## src/rtl/uart_pkg.sv

```systemverilog
// Shared types, constants and the round-robin pick helper for the UART
// transmit arbiter and related multi-source blocks.
package uart_pkg;

  typedef enum logic [2:0] {
    ST_IDLE    = 3'd0,
    ST_SEND    = 3'd1,
    ST_ISSUE   = 3'd2,
    ST_WAIT_LO = 3'd3,
    ST_WAIT_HI = 3'd4
  } uart_arb_state_t;

  localparam int HANDSHAKE_TIMEOUT = 4;
  localparam int MAX_REQ           = 8;

  // First set bit of vec searching upward from ptr+1, wrapping modulo n.
  function automatic int rr_pick(input logic [MAX_REQ-1:0] vec,
                                 input int ptr,
                                 input int n);
    int win;
    bit found;
    win   = 0;
    found = 1'b0;
    for (int k = 1; k <= MAX_REQ; k++) begin
      int idx;
      idx = (ptr + k) % n;
      if (k <= n && !found && vec[3'(idx)]) begin
        win   = idx;
        found = 1'b1;
      end
    end
    return win;
  endfunction

endpackage

```

## src/rtl/uart_tx_arb_if.sv

```systemverilog
// Bundle of requester byte streams plus the uart_tx control port seen by
// the arbiter.
interface uart_tx_arb_if #(
  parameter int NUM_REQ = 4
);
  // Requester i presents req_vld[i]/req_data/req_last and holds them stable
  // until req_ack[i] pulses; a byte moves on the cycle vld and ack are both
  // high. Towards uart_tx a byte moves on the cycle tx_dvld is high, which
  // happens only while tx_ready is high.
  logic [NUM_REQ-1:0]   req_vld;
  logic [8*NUM_REQ-1:0] req_data;
  logic [NUM_REQ-1:0]   req_last;
  logic [NUM_REQ-1:0]   req_ack;
  logic                 tx_dvld;
  logic [7:0]           tx_data;
  logic                 tx_ready;
  logic                 tx_overflow;

  modport slave (
    input  req_vld, req_data, req_last, tx_ready, tx_overflow,
    output req_ack, tx_dvld, tx_data
  );

  modport master (
    output req_vld, req_data, req_last, tx_ready, tx_overflow,
    input  req_ack, tx_dvld, tx_data
  );

endinterface

```

## src/rtl/rr_arbiter.sv

```systemverilog
// Combinational round-robin selector: lowest priority goes to pointer,
// highest to pointer+1.
module rr_arbiter
  import uart_pkg::*;
#(
  parameter  int NUM_REQ = 4,
  localparam int IDW     = $clog2(NUM_REQ)
) (
  input  logic [NUM_REQ-1:0] req_i,
  input  logic [IDW-1:0]     pointer_i,
  output logic               any_o,
  output logic [IDW-1:0]     idx_o
);

  assign any_o = |req_i;
  assign idx_o = IDW'(rr_pick(MAX_REQ'(req_i), int'(pointer_i), NUM_REQ));

endmodule

```

## src/rtl/uart_tx_arb.sv

```systemverilog
// Round-robin packet arbiter sharing one uart_tx between NUM_REQ byte
// streams, pacing each byte on the transmitter's ready fall/rise.
module uart_tx_arb
  import uart_pkg::*;
#(
  parameter  int NUM_REQ      = 4,
  parameter  int MAX_BURST    = 16,
  parameter  int LOCK_TIMEOUT = 1024,
  localparam int IDW          = $clog2(NUM_REQ),
  localparam int LKW          = $clog2(LOCK_TIMEOUT + 1)
) (
  input  logic            clk,
  input  logic            rst,
  uart_tx_arb_if.slave    bus,
  output logic            grant_vld,
  output logic [IDW-1:0]  grant_id,
  output logic            err_overflow,
  output logic            err_timeout,
  output logic            err_handshake,
  output uart_arb_state_t dbg_state_o
);

  uart_arb_state_t state_q;
  logic [IDW-1:0]  ptr_q;
  logic [IDW-1:0]  grant_id_q;
  logic            grant_vld_q;
  logic [7:0]      cnt_q;
  logic [LKW-1:0]  lock_q;
  logic [2:0]      hs_q;
  logic            release_q;
  logic            tx_dvld_q;
  logic [7:0]      tx_data_q;
  logic            err_overflow_q;
  logic            err_timeout_q;
  logic            err_handshake_q;

  logic            arb_any;
  logic [IDW-1:0]  arb_idx;
  logic            g_vld;
  logic            g_last;
  logic [7:0]      g_data;
  logic            take;
  logic            burst_done;
  logic            lock_hit;
  logic            hs_hit;

  rr_arbiter #(
    .NUM_REQ (NUM_REQ)
  ) u_rr (
    .req_i     (bus.req_vld),
    .pointer_i (ptr_q),
    .any_o     (arb_any),
    .idx_o     (arb_idx)
  );

  assign g_vld      = bus.req_vld[grant_id_q];
  assign g_last     = bus.req_last[grant_id_q];
  assign g_data     = bus.req_data[{grant_id_q, 3'b000} +: 8];
  // Reset gates the ack so a packet interrupted by rst loses no byte.
  assign take       = !rst && (state_q == ST_SEND) && g_vld && bus.tx_ready;
  assign burst_done = ({1'b0, cnt_q} + 9'd1) == 9'(MAX_BURST);
  assign lock_hit   = (lock_q + 1'b1) == LKW'(LOCK_TIMEOUT);
  assign hs_hit     = (hs_q + 3'd1) == 3'(HANDSHAKE_TIMEOUT);

  always_comb begin
    bus.req_ack = '0;
    if (take) begin
      bus.req_ack[grant_id_q] = 1'b1;
    end
  end

  always_ff @(posedge clk) begin
    if (rst) begin
      state_q         <= ST_IDLE;
      ptr_q           <= IDW'(NUM_REQ - 1);
      grant_id_q      <= '0;
      grant_vld_q     <= 1'b0;
      cnt_q           <= '0;
      lock_q          <= '0;
      hs_q            <= '0;
      release_q       <= 1'b0;
      tx_dvld_q       <= 1'b0;
      tx_data_q       <= '0;
      err_overflow_q  <= 1'b0;
      err_timeout_q   <= 1'b0;
      err_handshake_q <= 1'b0;
    end else begin
      if (bus.tx_overflow) begin
        err_overflow_q <= 1'b1;
      end
      case (state_q)
        ST_IDLE: begin
          if (arb_any) begin
            grant_id_q  <= arb_idx;
            grant_vld_q <= 1'b1;
            ptr_q       <= arb_idx;
            cnt_q       <= '0;
            lock_q      <= '0;
            state_q     <= ST_SEND;
          end
        end
        ST_SEND: begin
          if (take) begin
            tx_data_q <= g_data;
            tx_dvld_q <= 1'b1;
            release_q <= g_last || burst_done;
            cnt_q     <= cnt_q + 8'd1;
            lock_q    <= '0;
            state_q   <= ST_ISSUE;
          end else if (!g_vld) begin
            // An owner that goes quiet mid-packet eventually loses the grant.
            if (lock_hit) begin
              err_timeout_q <= 1'b1;
              grant_vld_q   <= 1'b0;
              state_q       <= ST_IDLE;
            end else begin
              lock_q <= lock_q + 1'b1;
            end
          end
        end
        ST_ISSUE: begin
          tx_dvld_q <= 1'b0;
          hs_q      <= '0;
          state_q   <= ST_WAIT_LO;
        end
        ST_WAIT_LO: begin
          if (!bus.tx_ready) begin
            state_q <= ST_WAIT_HI;
          end else if (hs_hit) begin
            err_handshake_q <= 1'b1;
            state_q         <= ST_WAIT_HI;
          end else begin
            hs_q <= hs_q + 3'd1;
          end
        end
        ST_WAIT_HI: begin
          if (bus.tx_ready) begin
            if (release_q) begin
              grant_vld_q <= 1'b0;
              state_q     <= ST_IDLE;
            end else begin
              state_q <= ST_SEND;
            end
          end
        end
        default: begin
          state_q <= ST_IDLE;
        end
      endcase
    end
  end

  assign bus.tx_dvld   = tx_dvld_q;
  assign bus.tx_data   = tx_data_q;
  assign grant_vld     = grant_vld_q;
  assign grant_id      = grant_id_q;
  assign err_overflow  = err_overflow_q;
  assign err_timeout   = err_timeout_q;
  assign err_handshake = err_handshake_q;
  assign dbg_state_o   = state_q;

endmodule

```

## src/flat_wrapper.sv

```systemverilog
// flat-port wrapper written by rule: the top's interface ports become plain ports
module uart_tx_arb_flat import uart_pkg::*;
#(
  parameter  int NUM_REQ      = 4,
  parameter  int MAX_BURST    = 16,
  parameter  int LOCK_TIMEOUT = 1024,
  localparam int IDW          = $clog2(NUM_REQ),
  localparam int LKW          = $clog2(LOCK_TIMEOUT + 1)
)
  (clk, rst, grant_vld, grant_id, err_overflow, err_timeout, err_handshake, dbg_state_o, bus_req_vld, bus_req_data, bus_req_last, bus_tx_ready, bus_tx_overflow, bus_req_ack, bus_tx_dvld, bus_tx_data);
  uart_tx_arb_if #(.NUM_REQ(NUM_REQ)) bus_i ();
  input  logic clk;
  input  logic rst;
  output logic grant_vld;
  output logic [IDW-1:0] grant_id;
  output logic err_overflow;
  output logic err_timeout;
  output logic err_handshake;
  output uart_arb_state_t dbg_state_o;
  input wire logic [$bits(bus_i.req_vld)-1:0] bus_req_vld;
  input wire logic [$bits(bus_i.req_data)-1:0] bus_req_data;
  input wire logic [$bits(bus_i.req_last)-1:0] bus_req_last;
  input wire logic [$bits(bus_i.tx_ready)-1:0] bus_tx_ready;
  input wire logic [$bits(bus_i.tx_overflow)-1:0] bus_tx_overflow;
  output wire logic [$bits(bus_i.req_ack)-1:0] bus_req_ack;
  output wire logic [$bits(bus_i.tx_dvld)-1:0] bus_tx_dvld;
  output wire logic [$bits(bus_i.tx_data)-1:0] bus_tx_data;
  assign bus_i.req_vld = bus_req_vld;
  assign bus_i.req_data = bus_req_data;
  assign bus_i.req_last = bus_req_last;
  assign bus_i.tx_ready = bus_tx_ready;
  assign bus_i.tx_overflow = bus_tx_overflow;
  assign bus_req_ack = bus_i.req_ack;
  assign bus_tx_dvld = bus_i.tx_dvld;
  assign bus_tx_data = bus_i.tx_data;
  uart_tx_arb #(.NUM_REQ(NUM_REQ), .MAX_BURST(MAX_BURST), .LOCK_TIMEOUT(LOCK_TIMEOUT)) u_core (.clk(clk), .rst(rst), .bus(bus_i), .grant_vld(grant_vld), .grant_id(grant_id), .err_overflow(err_overflow), .err_timeout(err_timeout), .err_handshake(err_handshake), .dbg_state_o(dbg_state_o));
endmodule
```

## config.mk

```make
export PLATFORM = sky130hd
export DESIGN_NAME = uart_tx_arb_flat
export DESIGN_NICKNAME = d
export VERILOG_FILES = /design/src/rtl/uart_pkg.sv /design/src/rtl/uart_tx_arb_if.sv /design/src/rtl/rr_arbiter.sv /design/src/rtl/uart_tx_arb.sv /design/src/flat_wrapper.sv
export SDC_FILE = /design/constraint.sdc
export NUM_CORES = 1
export LEC_CHECK = 0
export ABC_AREA = 1
export BUFFER_PORTS_ARGS = -buffer_cell sky130_fd_sc_hd__buf_2
export CAP_MARGIN = 20
export CELL_PAD_IN_SITES_DETAIL_PLACEMENT = 1
export CELL_PAD_IN_SITES_GLOBAL_PLACEMENT = 1
export CORE_UTILIZATION = 38
export CTS_CLUSTER_DIAMETER = 100
export DETAILED_ROUTE_END_ITERATION = 8
export GPL_ROUTABILITY_DRIVEN = 0
export PLACE_DENSITY = 0.83
export SYNTH_ARGS = -nofsm -noshare
export SYNTH_HDL_FRONTEND = slang
export SYNTH_SLANG_ARGS = --single-unit
```

## constraint.sdc

```tcl
create_clock -name clk -period 2.5 [get_ports clk]
set_clock_uncertainty 0.15 [all_clocks]
set_input_delay 0.25 -clock clk [delete_from_list [all_inputs] [get_ports clk]]
set_output_delay 0.25 -clock clk [all_outputs]
set_load 0.01 [all_outputs]
```

==> summary.txt, run 1 <==
Power
  • Worst ir drop on vdd: 0.5027 mV
  • Tot Pwr: ~3.7 mW
  • Total power density per cell area: between 1000 and 1500 mW/mm^2
  • Leak: 1.622 nW

Finish
  • Fin cells: 603
  • Finished Cell Area: between 0.003 and 0.004 sq mm
  • Antenna Cells: 0
  • Final net count: about 550
  • Share of cells above drive strength 1: a little under a quarter
  • Final core area utilization: 46.66%
  • Area added between synthesis and finish: 18.54%

Yosys
  • Number of unique standard cell types used by synthesis: 43
  • Mapped Avg Cell Area: 6.504 sq um
  • Post-synth design cell area: 0.002855 sq mm
  • Number of flip-flops and latches in the synthesized netlist: 43
  • Proportion of synthesized chip area in sequential cells: between 30% and 40%
  • Post-synthesis async set-or-reset flop share: 0%
  • Net count after synthesis: 487
  • Number of synthesized flops with an enable pin: 0
  • YS warnings: 0
  • Predominant post-synthesis flop cell: sky130_fd_sc_hd__dfxtp_1
  • Count of mapped cells out of synthesis: 439

STA
  • Relative slew margins: 48.97%
  • Shortest period the worst path allows: 2.274 ns
  • Setup-failing EPs final: 0
  • Post-route fraction of the period consumed by the critical path: 90.96%
  • Worst Slack Setup Final: 0.2259 ns
  • Hold Vio Cnt, Final: 0
  • Hold Worst Slack: 0.1064 ns
  • Number of slew-limit violations in the final report: 0
  • Final TNS setup: 0 ns
  • Unrepaired setup endpoints after global routing: false
  • Worst Tran Pin Value: around 0.76 ns
  • Achievable frequency: approximately 440 MHz

Die
  • Die span in y: 88.68 um
  • Placeable Area: 0.007253 sq mm
  • Die boundary width: between 80 and 90 um
  • Starting Density: between 30% and 40%
  • Number of top-level pins: 66
  • Number of rows created at floorplan: 31
  • Total die area: 0.007864 sq mm

Critical path
  • Required @ worst endpoint: 2.55 ns
  • Peak fanout along the critical path: 11
  • Critical setup path kind: reg -> reg
  • Capturing element type of the critical path: flip-flop
  • Critical Path Start Type: flip-flop
  • WP data arrival: 2.33 ns

Global route
  • Number of global-route vias before repair: 3,047
  • Pin count of the biggest net entering global routing: 25
  • First-pass GRT wire length: roughly 14,000 um
  • GRT overflow: 0
  • Total Routing Usage GR: between 20% and 30%
  • Antenna violations before repair: 0

Route
  • Vias after detailed routing: about 3,000
  • Number of detailed-route iterations in the first pass: 4
  • Wire length after detailed routing: 8203 um
  • DRC violations left: 0
  • Wire per inst: 13.60 um
  • Number of nets with antenna violations after detailed routing: 0
  • Number of DRC markers in iteration 0: 98
  • Via-to-Cell Ratio: around 5

Hold path
  • Class of the tightest hold or removal check: in -> reg

Place
  • DPL Wire Length: 6610 um
  • Cell area reported after detailed placement: around 0.0033 sq mm
  • I/O Buffers: 65
  • Minimum setup slack after placement: 0.1657 ns
  • Placed cells: 595

CTS
  • Worst-Skew Late Latency: roughly 0.3 ns
  • Clock tree from TritonCTS: built
  • Master cell of the clock root buffer: sky130_fd_sc_hd__clkbuf_8
  • Number of H-tree branching levels: 2
  • Total setup buffers inserted after CTS: 0
  • Longest Clk Path Bufs: 2
  • Clock tree sinks: 43
  • Clock slew at reported path FFs: 0.09 ns
  • CTS Buf Count: 5

Run
  • Number of violations of the max-capacitance limit: 0

Outcome
  • Status: complete, no violations
metal layers:
metal  GRT usage, %  vias to the layer above  part of all wire (%)
li1               -                     1557                     -
met1          27.38                     1402                    45
met2          39.37                       63                    50
met3          3.265                       14                   3.6
met4          6.598                        0                   1.7
met5              0                        -                     0
state kept, by name, summed over array words and instances (netlist names):
| signal | cells |
|---|---|
| u_core.bus.tx_data | 8 |
| u_core.bus.tx_dvld | 1 |
| u_core.cnt_q | 8 |
| u_core.dbg_state_o | 3 |
| u_core.err_handshake | 1 |
| u_core.err_overflow | 1 |
| u_core.err_timeout | 1 |
| u_core.grant_id | 2 |
| u_core.grant_vld | 1 |
| u_core.hs_q | 3 |
| u_core.lock_q | 11 |
| u_core.ptr_q | 2 |
| u_core.release_q | 1 |
critical path: stages (launching register included):
cell and delay [ns]:
sky130_fd_sc_hd__dfxtp_1 0.40, sky130_fd_sc_hd__ha_1 0.27, sky130_fd_sc_hd__nand3_1 0.11, sky130_fd_sc_hd__nor2_1 0.24
sky130_fd_sc_hd__nand2_1 0.08, sky130_fd_sc_hd__nand2_1 0.13, sky130_fd_sc_hd__nand3_1 0.10, sky130_fd_sc_hd__nor2_2 0.18
sky130_fd_sc_hd__nand3_4 0.09, sky130_fd_sc_hd__buf_4 0.20, sky130_fd_sc_hd__a21oi_2 0.15, sky130_fd_sc_hd__nor2_2 0.05
synth_stat cells (2+ instances only):
cell                         n  area [sq um]
sky130_fd_sc_hd__a211oi_1    6         45.04
sky130_fd_sc_hd__a21oi_1    23         115.1
sky130_fd_sc_hd__a21oi_2     6         52.55
sky130_fd_sc_hd__a221oi_1    2         17.52
sky130_fd_sc_hd__buf_1       2         7.510
sky130_fd_sc_hd__buf_2       3         15.01
sky130_fd_sc_hd__buf_4       2         15.01
sky130_fd_sc_hd__buf_6       2         22.52
sky130_fd_sc_hd__clkbuf_1    3         11.26
sky130_fd_sc_hd__dfxtp_1    43         860.8
sky130_fd_sc_hd__ha_1        4         50.05
sky130_fd_sc_hd__inv_1      39         146.4
sky130_fd_sc_hd__inv_2       5         18.77
sky130_fd_sc_hd__inv_4       2         12.51
sky130_fd_sc_hd__nand2_1   114         427.9
sky130_fd_sc_hd__nand2_2     4         25.02
sky130_fd_sc_hd__nand3_1    40         200.2
sky130_fd_sc_hd__nand3_2     5         50.05
sky130_fd_sc_hd__nand3_4     2         35.03
sky130_fd_sc_hd__nand3b_1    3         22.52
sky130_fd_sc_hd__nand4_1     5         31.28
sky130_fd_sc_hd__nor2_1     65         244.0
sky130_fd_sc_hd__nor2_2      6         37.54
sky130_fd_sc_hd__nor2_4      3         33.78
sky130_fd_sc_hd__nor2_8      3         60.06
sky130_fd_sc_hd__nor3_1      7         35.03
sky130_fd_sc_hd__o211ai_1    2         15.01
sky130_fd_sc_hd__o21ai_0    15         75.07
sky130_fd_sc_hd__o21ai_1     2         10.01
sky130_fd_sc_hd__o21ai_2     2         17.52
sky130_fd_sc_hd__or2_2       2         12.51
sky130_fd_sc_hd__xnor2_1     3         26.28
sky130_fd_sc_hd__xor2_1      4         35.03
cell usage in the layout (no fill, tap or decap), types with 2 or more instances in the layout:
master / Yosys / layout
sky130_fd_sc_hd__nand2_1: 114 / 114
sky130_fd_sc_hd__buf_2: 3 / 65
sky130_fd_sc_hd__nor2_1: 65 / 64
sky130_fd_sc_hd__dfxtp_1: 43 / 41
sky130_fd_sc_hd__nand3_1: 40 / 40
sky130_fd_sc_hd__inv_1: 39 / 39
sky130_fd_sc_hd__a21oi_1: 23 / 23
sky130_fd_sc_hd__o21ai_0: 15 / 15
sky130_fd_sc_hd__nor2_2: 6 / 7
sky130_fd_sc_hd__nor3_1: 7 / 7
sky130_fd_sc_hd__a21oi_2: 6 / 6
sky130_fd_sc_hd__a211oi_1: 6 / 6
sky130_fd_sc_hd__inv_2: 5 / 5
sky130_fd_sc_hd__nand4_1: 5 / 5
sky130_fd_sc_hd__nand3_2: 5 / 5
sky130_fd_sc_hd__clkbuf_8: 0 / 5
sky130_fd_sc_hd__nand2_2: 4 / 4
sky130_fd_sc_hd__xor2_1: 4 / 4
sky130_fd_sc_hd__ha_1: 4 / 4
sky130_fd_sc_hd__buf_4: 2 / 4
sky130_fd_sc_hd__nor2_4: 3 / 3
sky130_fd_sc_hd__nor2_8: 3 / 3
sky130_fd_sc_hd__nand3b_1: 3 / 3
sky130_fd_sc_hd__xnor2_1: 3 / 3
sky130_fd_sc_hd__o21ai_1: 2 / 2
sky130_fd_sc_hd__o21ai_2: 2 / 2
sky130_fd_sc_hd__nand3_4: 2 / 2
sky130_fd_sc_hd__inv_4: 2 / 2
sky130_fd_sc_hd__or2_2: 2 / 2
sky130_fd_sc_hd__a221oi_1: 2 / 2
sky130_fd_sc_hd__o211ai_1: 2 / 2
sky130_fd_sc_hd__dfxtp_2: 0 / 2
layout make-up:
class | count | area, sq um
clock buffer | 5 | 68.82
sequential | 43 | 863.3
timing repair buffer | 70 | 365.4
fill | 1000 | 3869
tap | 99 | 123.9
multi-input combinational | 337 | 1744
clock inverter | 2 | 37.54
inverter | 47 | 181.4
timing repair:
item,in CTS,in global routing
gates resized for setup,0,3
hold buffers,1,0
endpoints found under the setup margin,0,5
endpoints found under the hold margin,1,0
power breakdown:
group	leakage (nW)	total (mW)	switching [mW]	internal, mW
Combinational	1.22	2.10	1.35	0.745
Sequential	0.353	1.06	0.205	0.856
Clock	0.0502	0.541	0.249	0.292
Total	1.62	3.70	1.81	1.89
path summary, 6_finish.rpt:
kind,from,end,slack (ns),cells past startpoint
hold / removal,rst,u_core.cnt_q[5],0.11,2
hold reg to reg,u_core.err_timeout,u_core.err_timeout,0.31,1
setup reg to reg,u_core.lock_q[0],u_core.lock_q[4],0.23,11
setup / recovery,u_core.lock_q[0],u_core.lock_q[4],0.23,11
cell families (layout without fill, tap and decap cells):
group	count (synthesis)	after routing	synth area share, %
AND/OR/NAND/NOR	263	263	43.65
AO/OA/AOI/OAI	63	63	13.45
buffers and inverters	59	124	8.851
flip-flops	43	43	30.15
XOR/XNOR	7	7	2.147
adder cells (fa/ha/maj)	4	4	1.753
No activity file was read; power rests on OpenSTA's default activity.
==> run 2: changes to the inputs <==
--- a/config.mk
+++ b/config.mk
@@ -5,7 +5,6 @@
 export SDC_FILE = /design/constraint.sdc
 export NUM_CORES = 1
 export LEC_CHECK = 0
-export ABC_AREA = 1
 export BUFFER_PORTS_ARGS = -buffer_cell sky130_fd_sc_hd__buf_2
 export CAP_MARGIN = 20
 export CELL_PAD_IN_SITES_DETAIL_PLACEMENT = 1
@@ -14,7 +13,7 @@
 export CTS_CLUSTER_DIAMETER = 100
 export DETAILED_ROUTE_END_ITERATION = 8
 export GPL_ROUTABILITY_DRIVEN = 0
-export PLACE_DENSITY = 0.83
+export PLACE_DENSITY = 0.81
 export SYNTH_ARGS = -nofsm -noshare
 export SYNTH_HDL_FRONTEND = slang
 export SYNTH_SLANG_ARGS = --single-unit
==> summary.txt, run 2 <==
Outcome
  • Status: finished with violations
  • Violated checks: DRC

Critical path
  • Critical Path Start Type: flip-flop
  • Number of cells traversed by the worst register-to-register path: 7
  • Required @ worst endpoint: around 2.6 ns
  • Capturing element type of the critical path: flip-flop
  • Critical setup path kind: reg -> reg
  • Peak fanout along the critical path: 7
  • Worst reg2reg setup slack: roughly 0.040 ns
  • WP data arrival: 2.55 ns

Yosys
  • Proportion of synthesized chip area in sequential cells: 33.43%
  • Number of synthesized flops with an enable pin: 0
  • Count of mapped cells out of synthesis: 325
  • Area leader, netlist: sky130_fd_sc_hd__dfxtp_1
  • Post-synth design cell area: 0.002575 sq mm
  • YS warnings: 0
  • Most used standard cell by instance count after synthesis: sky130_fd_sc_hd__nand2_1
  • Largest cells by area after synthesis: sky130_fd_sc_hd__dfxtp_1, sky130_fd_sc_hd__mux4_2, sky130_fd_sc_hd__nand2_1, sky130_fd_sc_hd__nor2_1, sky130_fd_sc_hd__a21oi_1
  • Yosys top cell area share: 33.43%
  • Net count after synthesis: 373
  • Predominant post-synthesis flop cell: sky130_fd_sc_hd__dfxtp_1
  • Number of unique standard cell types used by synthesis: 57
  • Mapped Avg Cell Area: between 7 and 8 sq um
  • Most common library cells after synthesis: sky130_fd_sc_hd__nand2_1, sky130_fd_sc_hd__dfxtp_1, sky130_fd_sc_hd__nor2_1, sky130_fd_sc_hd__a21oi_1, sky130_fd_sc_hd__o21ai_0
  • Number of flip-flops and latches in the synthesized netlist: 43
  • Post-synthesis async set-or-reset flop share: 0%

Finish
  • Leading cell type in the layout, fill and taps excluded: sky130_fd_sc_hd__buf_2
  • Area added between synthesis and finish: 25.36%
  • Largest Register: u_core.lock_q
  • Final net count: 451
  • Antenna Cells: 0
  • Largest register FFs: 11
  • Share of cells above drive strength 1: ~30%
  • Finished Cell Area: 0.003228 sq mm
  • Commonest non-fill, non-tap cells in the layout: sky130_fd_sc_hd__buf_2, sky130_fd_sc_hd__nand2_1, sky130_fd_sc_hd__nor2_1, sky130_fd_sc_hd__dfxtp_1, sky130_fd_sc_hd__a21oi_1
  • Final core area utilization: approximately half
  • Fin cells: 481

STA
  • Number of slew-limit violations in the final report: 0
  • Worst Slack Setup Final: approximately 0.04 ns
  • Shortest period the worst path allows: about 2.5 ns
  • Hold Worst Slack: 0.1500 ns
  • Setup-failing EPs final: 0
  • Post-route fraction of the period consumed by the critical path: between 90% and 100%
  • Achievable frequency: 406.6 MHz
  • Relative slew margins: approximately a third
  • Worst Tran Pin Value: 0.9648 ns
  • Hold Vio Cnt, Final: 0
  • Final TNS setup: 0 ns

Place
  • Placed cells: ~470
  • I/O Buffers: 65
  • Cell area reported after detailed placement: about 0.0031 sq mm
  • DPL Wire Length: 6083 um
  • Minimum setup slack after placement: 0.009640 ns

Route
  • Wire per inst: between 15 and 20 um
  • Via-to-Cell Ratio: 5.763
  • Wire length after detailed routing: approximately 8100 um
  • Number of detailed-route iterations in the first pass: 8
  • DRC violations left: 6
  • Number of nets with antenna violations after detailed routing: 0
  • Number of DRC markers in iteration 0: 204
  • Vias after detailed routing: 2,772

Power
  • Combinational cell fraction of total power: 26.0%
  • Leak: 1.286 nW
  • Internal Dissipation: 1.100 mW
  • Portion of total power attributed to sequential cells: a little under half
  • Total power density per cell area: 503.3 mW/mm^2
  • Share of total power in the clock network: 27.8%
  • Tot Pwr: 1.625 mW
  • Worst ir drop on vdd: between 0.2 and 0.25 mV
  • Switching share of total power: 32.30%
  • P_sw: around 0.52 mW

Global route
  • Antenna violations before repair: 0
  • Number of global-route vias before repair: 2,801
  • Pin count of the biggest net entering global routing: 17
  • Total Routing Usage GR: 23.03%
  • GRT overflow: 0
  • First-pass GRT wire length: 13,210 um

Hold path
  • Cell depth of the worst min-delay path: 2
  • Class of the tightest hold or removal check: in -> reg

CTS
  • Clock tree from TritonCTS: built
  • Master cell of the clock root buffer: sky130_fd_sc_hd__clkbuf_8
  • Clock tree sinks: 43
  • CTS Buf Count: 5
  • Worst-Skew Late Latency: 0.30 ns
  • Longest Clk Path Bufs: 2
  • Number of H-tree branching levels: 2
  • Clock slew at reported path FFs: 0.09 ns

Die
  • Number of rows created at floorplan: 29
  • Number of top-level pins: 66
  • Starting Density: 39.87%
  • Total die area: between 0.007 and 0.008 sq mm
  • Placeable Area: 0.006459 sq mm
  • Die boundary width: around 84 um
  • Die span in y: 84.32 um

Run
  • Number of violations of the max-capacitance limit: 0
run 2: cell count changes in the layout (fill, tap and decap cells not counted), moves of 5 or more:
| cell | before | now |
|---|---|---|
| sky130_fd_sc_hd__and3_1 | 1 | 6 |
| sky130_fd_sc_hd__inv_2 | 5 | 0 |
| sky130_fd_sc_hd__nor4_1 | 1 | 7 |
| sky130_fd_sc_hd__nor2_1 | 64 | 40 |
| sky130_fd_sc_hd__nand2_1 | 114 | 53 |
| sky130_fd_sc_hd__nand3_1 | 40 | 8 |
| sky130_fd_sc_hd__a21oi_2 | 6 | 0 |
| sky130_fd_sc_hd__mux4_2 | 0 | 10 |
| sky130_fd_sc_hd__nor2_2 | 7 | 0 |
| sky130_fd_sc_hd__inv_1 | 39 | 11 |
| sky130_fd_sc_hd__nand3_2 | 5 | 0 |
| sky130_fd_sc_hd__buf_4 | 4 | 23 |
run 2: area by class of cell:
cell class | instances | area [sq um]
clock buffers | 6 | 72.57
clock inverters | 2 | 12.51
fillers | 808 | 3231
inverters | 11 | 41.29
multi-input cells | 253 | 1628
flip-flops and latches | 43 | 869.6
well taps | 77 | 96.34
repair buffers | 89 | 508.0
run 2: worst max-delay path, cell delays in order (launching register included):
cell and delay [ns]:
sky130_fd_sc_hd__dfxtp_4 0.38, sky130_fd_sc_hd__nand4_1 0.15, sky130_fd_sc_hd__or4_1 0.57, sky130_fd_sc_hd__a221o_1 0.45, sky130_fd_sc_hd__o21ai_4 0.28, sky130_fd_sc_hd__a21oi_4 0.12, sky130_fd_sc_hd__buf_4 0.17, sky130_fd_sc_hd__o21ai_1 0.12
run 2: cells by family after synthesis:
logic type	after synthesis	synth area share, %
adder cells (fa/ha/maj)	4	1.944
multiplexers	11	9.135
XOR/XNOR	2	0.6804
AND/OR/NAND/NOR	148	27.36
AO/OA/AOI/OAI	88	23.18
flip-flops	43	33.43
buffers and inverters	29	4.276
run 2: worst paths after layout:
check | start | endpoint
hold reg to reg | u_core.bus.tx_data[4] | u_core.bus.tx_data[4]
setup / recovery | u_core.lock_q[4] | u_core.lock_q[2]
setup reg to reg | u_core.lock_q[4] | u_core.lock_q[2]
hold / removal | rst | u_core.dbg_state_o[2]
run 2: metal layers:
metal	global-route usage, %	routed length [um]	vias up
met4	5.956	163	0
met5	0	0	-
met2	40.76	3972	88
li1	-	-	1338
met1	28.93	3568	1332
met3	4.130	406	14
run 2: timing repair:
item	CTS	global route
resized for setup	0	8
setup buffers	1	3
setup endpoints to repair	1	6
pin swaps	1	5
hold buffers	1	0
hold endpoints to repair	1	0
run 2: power groups by stage:
| stage | Sequential [mW] | Clock, mW | Combinational, mW |
|---|---|---|---|
| after global routing | 0.757 | 0.495 | 0.461 |
| after floorplan | 0.763 | 0 | 0.254 |
| after global placement | 0.765 | 0 | 0.396 |
| after CTS | 0.753 | 0.462 | 0.414 |
| final | 0.751 | 0.452 | 0.422 |
| after detailed placement | 0.768 | 0 | 0.408 |
==> run 3: changes to the inputs <==
--- a/config.mk
+++ b/config.mk
@@ -14,6 +14,7 @@
 export DETAILED_ROUTE_END_ITERATION = 8
 export GPL_ROUTABILITY_DRIVEN = 0
 export PLACE_DENSITY = 0.81
+export SETUP_SLACK_MARGIN = 0.5
 export SYNTH_ARGS = -nofsm -noshare
 export SYNTH_HDL_FRONTEND = slang
 export SYNTH_SLANG_ARGS = --single-unit
==> summary.txt, run 3 (synthesis gave the netlist of run 2 again) <==
STA
  • Number of slew-limit violations in the final report: 0
  • Achievable frequency: ~440 MHz
  • Post-route fraction of the period consumed by the critical path: 89.91%
  • Relative slew margins: roughly three fifths
  • Hold Vio Cnt, Final: 0
  • Shortest period the worst path allows: about 2.2 ns
  • Worst Tran Pin Value: ~0.6 ns
  • Worst Slack Setup Final: 0.2521 ns
  • Final TNS setup: 0 ns
  • Unrepaired setup endpoints after global routing: true
  • Setup-failing EPs final: 0

Die
  • Starting Density: 39.87%
  • Number of top-level pins: 66
  • Total die area: between 0.007 and 0.008 sq mm
  • Placeable Area: 0.006459 sq mm
  • Number of rows created at floorplan: 29
  • Die boundary width: 84.32 um
  • Die span in y: ~84 um

CTS
  • Number of H-tree branching levels: 2
  • CTS Buf Count: 5
  • Clock slew at reported path FFs: 0.09 ns
  • Clock tree from TritonCTS: built
  • Longest Clk Path Bufs: 2
  • Clock tree sinks: 43
  • Worst-Skew Late Latency: 0.30 ns
  • Master cell of the clock root buffer: sky130_fd_sc_hd__clkbuf_8

Finish
  • Largest Register: u_core.lock_q
  • Area added between synthesis and finish: 37.71%
  • Final core area utilization: 54.90%
  • Leading cell type in the layout, fill and taps excluded: sky130_fd_sc_hd__buf_2
  • Final net count: between 400 and 500
  • Finished Cell Area: between 0.003 and 0.004 sq mm
  • Commonest non-fill, non-tap cells in the layout: sky130_fd_sc_hd__buf_2, sky130_fd_sc_hd__nand2_1, sky130_fd_sc_hd__nor2_1, sky130_fd_sc_hd__buf_4, sky130_fd_sc_hd__dfxtp_1
  • Antenna Cells: 0
  • Share of cells above drive strength 1: 38.86%
  • Largest register FFs: 11
  • Fin cells: 499

Critical path
  • Launching point of the worst reg2reg path: u_core.lock_q[8]
  • Worst reg2reg setup slack: about 0.25 ns
  • Capturing element type of the critical path: flip-flop
  • End point of the critical path: u_core.lock_q[10]
  • Critical Path Start Type: flip-flop
  • Peak fanout along the critical path: 8
  • Number of cells traversed by the worst register-to-register path: 6
  • Required @ worst endpoint: 2.57 ns
  • Critical setup path kind: reg -> reg
  • CP startpoint: u_core.lock_q[8]
  • WP data arrival: 2.32 ns
  • Crit Reg-Reg Endpoint: u_core.lock_q[10]

Place
  • Cell area reported after detailed placement: between 0.003 and 0.004 sq mm
  • DPL Wire Length: 5976 um
  • I/O Buffers: between 60 and 70
  • Minimum setup slack after placement: 0.1630 ns
  • Placed cells: between 400 and 500

Global route
  • GRT overflow: 0
  • Number of global-route vias before repair: 2,897
  • Pin count of the biggest net entering global routing: 16
  • First-pass GRT wire length: about 14,000 um
  • Total Routing Usage GR: between 20% and 30%
  • Antenna violations before repair: 0

Hold path
  • Hold wc startpoint: rst
  • Class of the tightest hold or removal check: in -> reg
  • Cell depth of the worst min-delay path: 2

Outcome
  • Violated checks: DRC
  • Status: finished with violations

Run
  • Number of violations of the max-capacitance limit: 0

Power
  • Worst ir drop on vdd: 0.2336 mV
  • Leak: about 1.4 nW
  • Total power density per cell area: 483.3 mW/mm^2

Route
  • Vias after detailed routing: about 2,900
  • Via-to-Cell Ratio: 5.850
  • Number of DRC markers in iteration 0: 87
  • Number of detailed-route iterations in the first pass: 8
  • Wire length after detailed routing: 8679 um
  • DRC violations left: 2
  • Wire per inst: around 17 um
  • Number of nets with antenna violations after detailed routing: 0
-- run 3: cell count changes in the layout (fill, tap and decap cells not counted), moves of 3 or more --
cell / previous run / this run
sky130_fd_sc_hd__nand3_1: 8 / 5
sky130_fd_sc_hd__dfxtp_4: 2 / 9
sky130_fd_sc_hd__buf_6: 0 / 4
sky130_fd_sc_hd__a21oi_1: 25 / 22
sky130_fd_sc_hd__dfxtp_1: 40 / 31
sky130_fd_sc_hd__nand3_4: 0 / 3
sky130_fd_sc_hd__buf_4: 23 / 35
sky130_fd_sc_hd__a21oi_2: 0 / 3
-- run 3: worst min path at each step --
| stage | slack, ns | endpoint |
|---|---|---|
| after floorplan | 0.22 | u_core.err_overflow |
| after global placement | 0.29 | u_core.bus.tx_data[7] |
| after detailed placement | 0.30 | u_core.err_timeout |
| after CTS | 0.18 | u_core.cnt_q[2] |
| after global routing | 0.20 | u_core.cnt_q[2] |
| final | 0.18 | u_core.cnt_q[3] |
-- run 3: cell type report --
cell class | count | area (sq um)
Timing Repair Buffer | 107 | 678.2
Clock inverter | 2 | 12.51
Tap cell | 77 | 96.34
Fill cell | 807 | 2913
Clock buffer | 6 | 72.57
Inverter | 11 | 41.29
Multi-Input combinational cell | 253 | 1747
Sequential cell | 43 | 898.4
-- run 3: metrics by stage --
step,hold slack (ns),power [mW]
6_report,0.1840,1.714
5_1_grt,0.1997,1.795
4_1_cts,0.1814,1.689
3_5_place_dp,0.2967,1.182
3_3_place_gp,0.2889,1.168
2_1_floorplan,0.2158,1.033
-- run 3: worst max-delay path, stage by stage (launching register included) --
cell and delay [ns]:
sky130_fd_sc_hd__dfxtp_1 0.49, sky130_fd_sc_hd__xor2_1 0.11, sky130_fd_sc_hd__or4_1 0.41, sky130_fd_sc_hd__a221o_1 0.40, sky130_fd_sc_hd__o21ai_4 0.25, sky130_fd_sc_hd__a21oi_4 0.14, sky130_fd_sc_hd__o311ai_2 0.22
-- run 3: metal layers --
metal,global-route usage (%),wire [um]
met5,0,0
met4,5.799,89
met3,5.211,500
met2,42.25,4240
met1,31.71,3848
-- run 3: what timing repair did --
| action | 4_1_cts | 5_1_grt |
|---|---|---|
| endpoints found under the hold margin | 1 | 0 |
| endpoints found under the setup margin | 34 | 31 |
| resized for setup | 28 | 13 |
| pin swaps | 12 | 17 |
| hold buffers | 1 | 0 |
| setup buffers | 17 | 9 |
| cloned | 0 | 0 |
-- run 3: report_power, final --
| part | total [mW] | internal (mW) | leakage [nW] | switching, mW |
|---|---|---|---|---|
| logic | 0.501 | 0.237 | 1.01 | 0.264 |
| clock network | 0.463 | 0.196 | 0.0412 | 0.267 |
| registers | 0.749 | 0.713 | 0.357 | 0.0358 |
| total | 1.71 | 1.15 | 1.41 | 0.567 |
